==> src/rtl/control_sequencer.sv <==
// control_sequencer
//   Hardwired control unit for the single-bus datapath. Sequences instruction
//   fetch (with a memory-ready stretch) and execution of binary, wide (mul/div),
//   unary and control instructions. All strobes are Moore outputs decoded from
//   the current state, plus IR fields in the execute states.
//
// Ports
//   clk, clr            clock, asynchronous active-high reset
//   ir[31:0]            IR contents: op[31:27] Ra[26:23] Rb[22:19] Rc[18:15]
//   mem_ready           memory read done (sampled in FETCH1)
//   stop                pause request, taken only at an instruction boundary
//   PC_out..IR_in       fetch strobes
//   Y_in..LO_in         execute strobes
//   Rin, Rout           one-hot register load / bus-drive selects
//   alu_instruction     ALU opcode during the ALU cycle, else 0
//   run                 high while sequencing
//   illegal             pulse on undefined opcode or out-of-range register field
module control_sequencer #(
  parameter int NREGS = 16
) (
  input  logic             clk,
  input  logic             clr,
  input  logic [31:0]      ir,
  input  logic             mem_ready,
  input  logic             stop,
  output logic             PC_out,
  output logic             PC_in,
  output logic             IncPC,
  output logic             MAR_in,
  output logic             Read,
  output logic             MDR_in,
  output logic             MDR_out,
  output logic             IR_in,
  output logic             Y_in,
  output logic             Z_in,
  output logic             Zlow_out,
  output logic             Zhigh_out,
  output logic             HI_in,
  output logic             LO_in,
  output logic [NREGS-1:0] Rin,
  output logic [NREGS-1:0] Rout,
  output logic [4:0]       alu_instruction,
  output logic             run,
  output logic             illegal
);

  localparam logic [3:0] S_RESET   = 4'd0;
  localparam logic [3:0] S_FETCH0  = 4'd1;
  localparam logic [3:0] S_FETCH1  = 4'd2;
  localparam logic [3:0] S_FETCH2  = 4'd3;
  localparam logic [3:0] S_EX1     = 4'd4;
  localparam logic [3:0] S_EX2     = 4'd5;
  localparam logic [3:0] S_EX3     = 4'd6;
  localparam logic [3:0] S_EX4     = 4'd7;
  localparam logic [3:0] S_STOPPED = 4'd8;
  localparam logic [3:0] S_HALTED  = 4'd9;

  logic [3:0] state, state_nx;
  logic       f1_first;   // high only in the first FETCH1 cycle

  // IR fields
  logic [4:0] op;
  logic [3:0] ra, rb, rc;
  assign op = ir[31:27];
  assign ra = ir[26:23];
  assign rb = ir[22:19];
  assign rc = ir[18:15];

  logic unused_ir;
  assign unused_ir = ^ir[14:0];

  // Opcode classes
  logic is_bin, is_wide, is_un, is_nop, is_halt, is_ill;
  always_comb begin
    is_bin  = 1'b0;
    is_wide = 1'b0;
    is_un   = 1'b0;
    is_nop  = 1'b0;
    is_halt = 1'b0;
    case (op)
      5'b00011, 5'b00100, 5'b00101, 5'b00110, 5'b00111,
      5'b01000, 5'b01001, 5'b01010, 5'b01011: is_bin  = 1'b1;
      5'b01111, 5'b10000:                     is_wide = 1'b1;
      5'b10001, 5'b10010:                     is_un   = 1'b1;
      5'b11010:                               is_nop  = 1'b1;
      5'b11011:                               is_halt = 1'b1;
      default: ;
    endcase
    is_ill = ~(is_bin | is_wide | is_un | is_nop | is_halt);
  end

  // Register fields beyond NREGS select nothing and flag illegal
  logic ra_bad, rb_bad, rc_bad;
  assign ra_bad = int'(ra) >= NREGS;
  assign rb_bad = int'(rb) >= NREGS;
  assign rc_bad = int'(rc) >= NREGS;

  function automatic logic [NREGS-1:0] sel(input logic [3:0] f, input logic bad);
    sel = bad ? '0 : (NREGS'(1) << f);
  endfunction

  // After the final execute state: pause if requested, else fetch next
  logic [3:0] s_boundary;
  assign s_boundary = stop ? S_STOPPED : S_FETCH0;

  always_comb begin
    state_nx = state;
    case (state)
      S_RESET:   state_nx = S_FETCH0;
      S_FETCH0:  state_nx = S_FETCH1;
      S_FETCH1:  state_nx = mem_ready ? S_FETCH2 : S_FETCH1;
      S_FETCH2:  state_nx = S_EX1;
      S_EX1:     if (is_halt)                        state_nx = S_HALTED;
                 else if (is_bin | is_wide | is_un)  state_nx = S_EX2;
                 else                                state_nx = s_boundary;
      S_EX2:     state_nx = is_un ? s_boundary : S_EX3;
      S_EX3:     state_nx = is_wide ? S_EX4 : s_boundary;
      S_EX4:     state_nx = s_boundary;
      S_STOPPED: state_nx = stop ? S_STOPPED : S_FETCH0;
      S_HALTED:  state_nx = S_HALTED;
      default:   state_nx = S_RESET;
    endcase
  end

  always_ff @(posedge clk or posedge clr) begin
    if (clr) begin
      state    <= S_RESET;
      f1_first <= 1'b0;
    end else begin
      state    <= state_nx;
      f1_first <= (state == S_FETCH0);
    end
  end

  always_comb begin
    PC_out          = 1'b0;
    PC_in           = 1'b0;
    IncPC           = 1'b0;
    MAR_in          = 1'b0;
    Read            = 1'b0;
    MDR_in          = 1'b0;
    MDR_out         = 1'b0;
    IR_in           = 1'b0;
    Y_in            = 1'b0;
    Z_in            = 1'b0;
    Zlow_out        = 1'b0;
    Zhigh_out       = 1'b0;
    HI_in           = 1'b0;
    LO_in           = 1'b0;
    Rin             = '0;
    Rout            = '0;
    alu_instruction = 5'd0;
    illegal         = 1'b0;
    run             = ~(state == S_RESET || state == S_STOPPED || state == S_HALTED);
    case (state)
      S_FETCH0: begin
        PC_out = 1'b1;
        MAR_in = 1'b1;
        IncPC  = 1'b1;
        Z_in   = 1'b1;
      end
      S_FETCH1: begin
        // Read/MDR_in hold through a stall; PC loads once so it advances by one
        Zlow_out = 1'b1;
        PC_in    = f1_first;
        Read     = 1'b1;
        MDR_in   = 1'b1;
      end
      S_FETCH2: begin
        MDR_out = 1'b1;
        IR_in   = 1'b1;
      end
      S_EX1: begin
        if (is_bin | is_wide) begin
          Rout    = sel(rb, rb_bad);
          Y_in    = 1'b1;
          illegal = rb_bad;
        end else if (is_un) begin
          Rout            = sel(rb, rb_bad);
          alu_instruction = op;
          Z_in            = 1'b1;
          illegal         = rb_bad;
        end else begin
          illegal = is_ill;
        end
      end
      S_EX2: begin
        if (is_un) begin
          Zlow_out = 1'b1;
          Rin      = sel(ra, ra_bad);
          illegal  = ra_bad;
        end else begin
          Rout            = sel(rc, rc_bad);
          alu_instruction = op;
          Z_in            = 1'b1;
          illegal         = rc_bad;
        end
      end
      S_EX3: begin
        Zlow_out = 1'b1;
        if (is_wide) begin
          LO_in = 1'b1;
        end else begin
          Rin     = sel(ra, ra_bad);
          illegal = ra_bad;
        end
      end
      S_EX4: begin
        Zhigh_out = 1'b1;
        HI_in     = 1'b1;
      end
      default: ;
    endcase
  end

endmodule

==> config.mk <==
export PLATFORM = sky130hd
export DESIGN_NAME = control_sequencer
export DESIGN_NICKNAME = d
export VERILOG_FILES = /design/src/rtl/control_sequencer.sv
export SDC_FILE = /design/constraint.sdc
export NUM_CORES = 1
export LEC_CHECK = 0
export CAP_MARGIN = 20
export CELL_PAD_IN_SITES_DETAIL_PLACEMENT = 1
export CELL_PAD_IN_SITES_GLOBAL_PLACEMENT = 1
export CORE_ASPECT_RATIO = 2
export CORE_MARGIN = 2
export CORE_UTILIZATION = 20
export CTS_CLUSTER_SIZE = 30
export DETAILED_ROUTE_END_ITERATION = 8
export GPL_TIMING_DRIVEN = 0
export PLACE_DENSITY_LB_ADDON = 0.1
export SYNTH_ARGS = -nofsm -noshare
export SYNTH_HDL_FRONTEND = slang
export SYNTH_SLANG_ARGS = --single-unit
==> constraint.sdc <==
create_clock -name clk -period 3.75 [get_ports clk]
set_clock_uncertainty 0.05 [all_clocks]
set_input_delay 1.125 -clock clk [delete_from_list [all_inputs] [get_ports clk]]
set_output_delay 1.125 -clock clk [all_outputs]
set_load 0.02 [all_outputs]
==> flow_summary.json <==
{
  "critical_path.startpoint_type": "input port",
  "cts_buffers": 3,
  "clock_latency_ns": 0.22,
  "synth-compound-area-share": 0.2799,
  "ys_warn_count": 0,
  "synthMuxAreaShare": 0.009650,
  "clock_sinks": 5,
  "rows": 37,
  "antenna_found_initial": 0,
  "first_global_vias": 1503,
  "worst_pin_slew_ns": 0.5667,
  "synth_edf_count": 0,
  "ys.flop_type": "dfrtp_1",
  "place_area_mm2": 0.001821,
  "coreArea_mm2": 0.005092,
  "crit_start": "ir[31]",
  "yosysSeqAreaShare": 0.1206,
  "hold_path.startpoint": "state[2]$_DFF_PP0_",
  "grt_use_met1": 0.1559,
  "port_buffers": 71,
  "postSynthNetCount": 192,
  "fmax_ghz": 0.2651,
  "synth-xor-area-share": 0.01689,
  "maxSlewViolCount": 0,
  "drive_above_1_share": 0.3887,
  "grt.overflow.total": 0,
  "drt_wl_total_um": 4768,
  "fin_area_mm2": 0.002069,
  "cts_tree": "built",
  "crit_required_ns": 2.57,
  "place_congestion": 0.8128,
  "vias": 1510,
  "yosys.area_share.simple": 0.4801,
  "fillers": 654,
  "arrival_ns": 2.60,
  "fp.dieW_um": 54.92,
  "diodes": 0,
  "fin_crit_sh": 1.006,
  "ys_types": 46,
  "ant_nets": 0,
  "area_growth_pct": 99.52,
  "ir_worst_vdd_mv": 0.2700,
  "clk_pin_slew_worst_paths_ns": 0.03,
  "grt_pass1_wl_um": 7327,
  "mostFrequentLayoutCells": "clkdlybuf4s50_1 (28), buf_4 (26), nor2_1 (21), buf_2 (18), o22ai_1 (12)",
  "critPathCaptureType": "output port",
  "static-leakage-power_nw": 0.8889,
  "ys_ff_latch": 5,
  "start_util": 0.2037,
  "synth_area_mm2": 0.001037,
  "grt.busiest_layer": "met2",
  "grt_util_met3": 0.01275,
  "synthAdderAreaFrac": 0,
  "wl_per_cell_um": 15.63,
  "htree_levels": 1,
  "grt_util_all_layers": 0.1659,
  "r2r_start": "state[3]$_DFF_PP0_",
  "crit_fanout": 4,
  "drt-vias-per-instance": 4.951,
  "status": "finished with violations",
  "io_pins": 89,
  "finalWorstSetupSlack_ns": -0.02276,
  "fin_nets": 284,
  "violations": "negative setup slack",
  "cts_buffer_depth": 2,
  "grt_start_max_net_pins": 11,
  "powerDensity_mw_per_mm2": 410.0,
  "cap_violations": 0,
  "async_flop_share": 1.000,
  "die_area_mm2": 0.005813,
  "critPathKind": "in -> out",
  "route.detailed.drc": 0,
  "die_y_um": 105.8,
  "relSlewSlack": 0.6191,
  "drtIter0Drc": 22,
  "hold_violations": 0,
  "final_common_cell": "clkdlybuf4s50_1",
  "dp_slack_ns": -1.059,
  "fin_crit_ns": 3.773,
  "grt.met2_usage": 0.3486,
  "dr.pass1.iters": 4,
  "cts_root_buffer": "clkbuf_8",
  "netlist_instances": 156,
  "synth_top_family_by_area": "simple AND/OR/NAND/NOR gates",
  "dp_hpwl_um": 3842,
  "avgSynthCellArea_um2": 6.649,
  "setup_viol": 2,
  "grt_setup_unrepaired": "true",
  "min_path_type": "reg -> reg"
}
## state kept, by name, indices dropped and copies added, names as in the netlist
register	flops
f1_first	1
state	4
## layer usage
metal,up-vias,part of all wire
li1,750,-
met1,719,0.33
met2,41,0.61
met3,0,0.053
met4,0,0
met5,-,0
## where the power goes
group          switching (W)  internal (W)  total [W]  leakage [nW]
registers          0.0000226     0.0000769  0.0000996        0.0640
logic               0.000357      0.000295   0.000653         0.802
clock network      0.0000235     0.0000727  0.0000962        0.0228
## final timing paths
path,endpoint,slack [ns],cells after the start
max in group asynchronous,state[0]$_DFF_PP0_,2.43,2
worst min register to register,f1_first$_DFF_PP0_,0.63,2
min in group asynchronous,state[1]$_DFF_PP0_,1.06,2
worst min-delay path,f1_first$_DFF_PP0_,0.63,2
worst max-delay path,Rin[0],-0.02,7
worst max register to register,state[3]$_DFF_PP0_,1.90,5
## Yosys cell counts, types with 5 or more instances
cell,instances,share of area
o21ai_0,6,0.029
nand2_1,13,0.047
dfrtp_1,5,0.12
o22ai_1,16,0.097
buf_4,6,0.043
a21oi_1,7,0.034
and2_1,8,0.048
nor2_1,23,0.083
nand2b_1,10,0.060
nor3_1,5,0.024
## critical path: stages
cell and delay (ns):
buf_12 0.10, nor3b_4 0.15, buf_4 0.14, a22o_4 0.25, or4_4 0.56, nor3_2 0.12
buf_4 0.16
## metrics by stage
stage	utilization	power [W]	setup TNS (ns)	instances	hold slack (ns)
after global routing	0.4064	0.0009214	-0.2838	305	0.7042
after CTS	0.3931	0.0008610	-0.06746	299	0.6405
after global placement	0.3575	0.0007254	-35.32	285	0.6802
final	0.4064	0.0008485	-0.03730	305	0.6298
after detailed placement	0.3575	0.0007280	-35.99	285	0.6826
after floorplan	-	0.0004665	0	156	0.5960
## final cells by class
cell class	instances	area [um^2]	area share
Multi-Input combinational cell	136	964.7	0.4661
Timing Repair Buffer	87	748.2	0.3615
Sequential cell	5	125.1	0.06046
Buffer	11	98.84	0.04776
Tap cell	58	72.57	0.03507
Clock buffer	4	45.04	0.02177
Inverter	4	15.01	0.007255
## timing repair
action | 4_1_cts | 5_1_grt
setup buffers | 10 | 6
pin swaps | 15 | 12
hold buffers | 0 | 0
gates resized for setup | 170 | 30
endpoints found under the setup margin | 43 | 27
## logic make-up after synthesis
kind of cell / count (synthesis)
and+or+nand+nor: 89
AOI/OAI and AO/OA: 44
buffers and inverters: 15
DFF: 5
xor gates and xnor gates: 2
muxes: 1
Power figures use the tool's default switching activity.
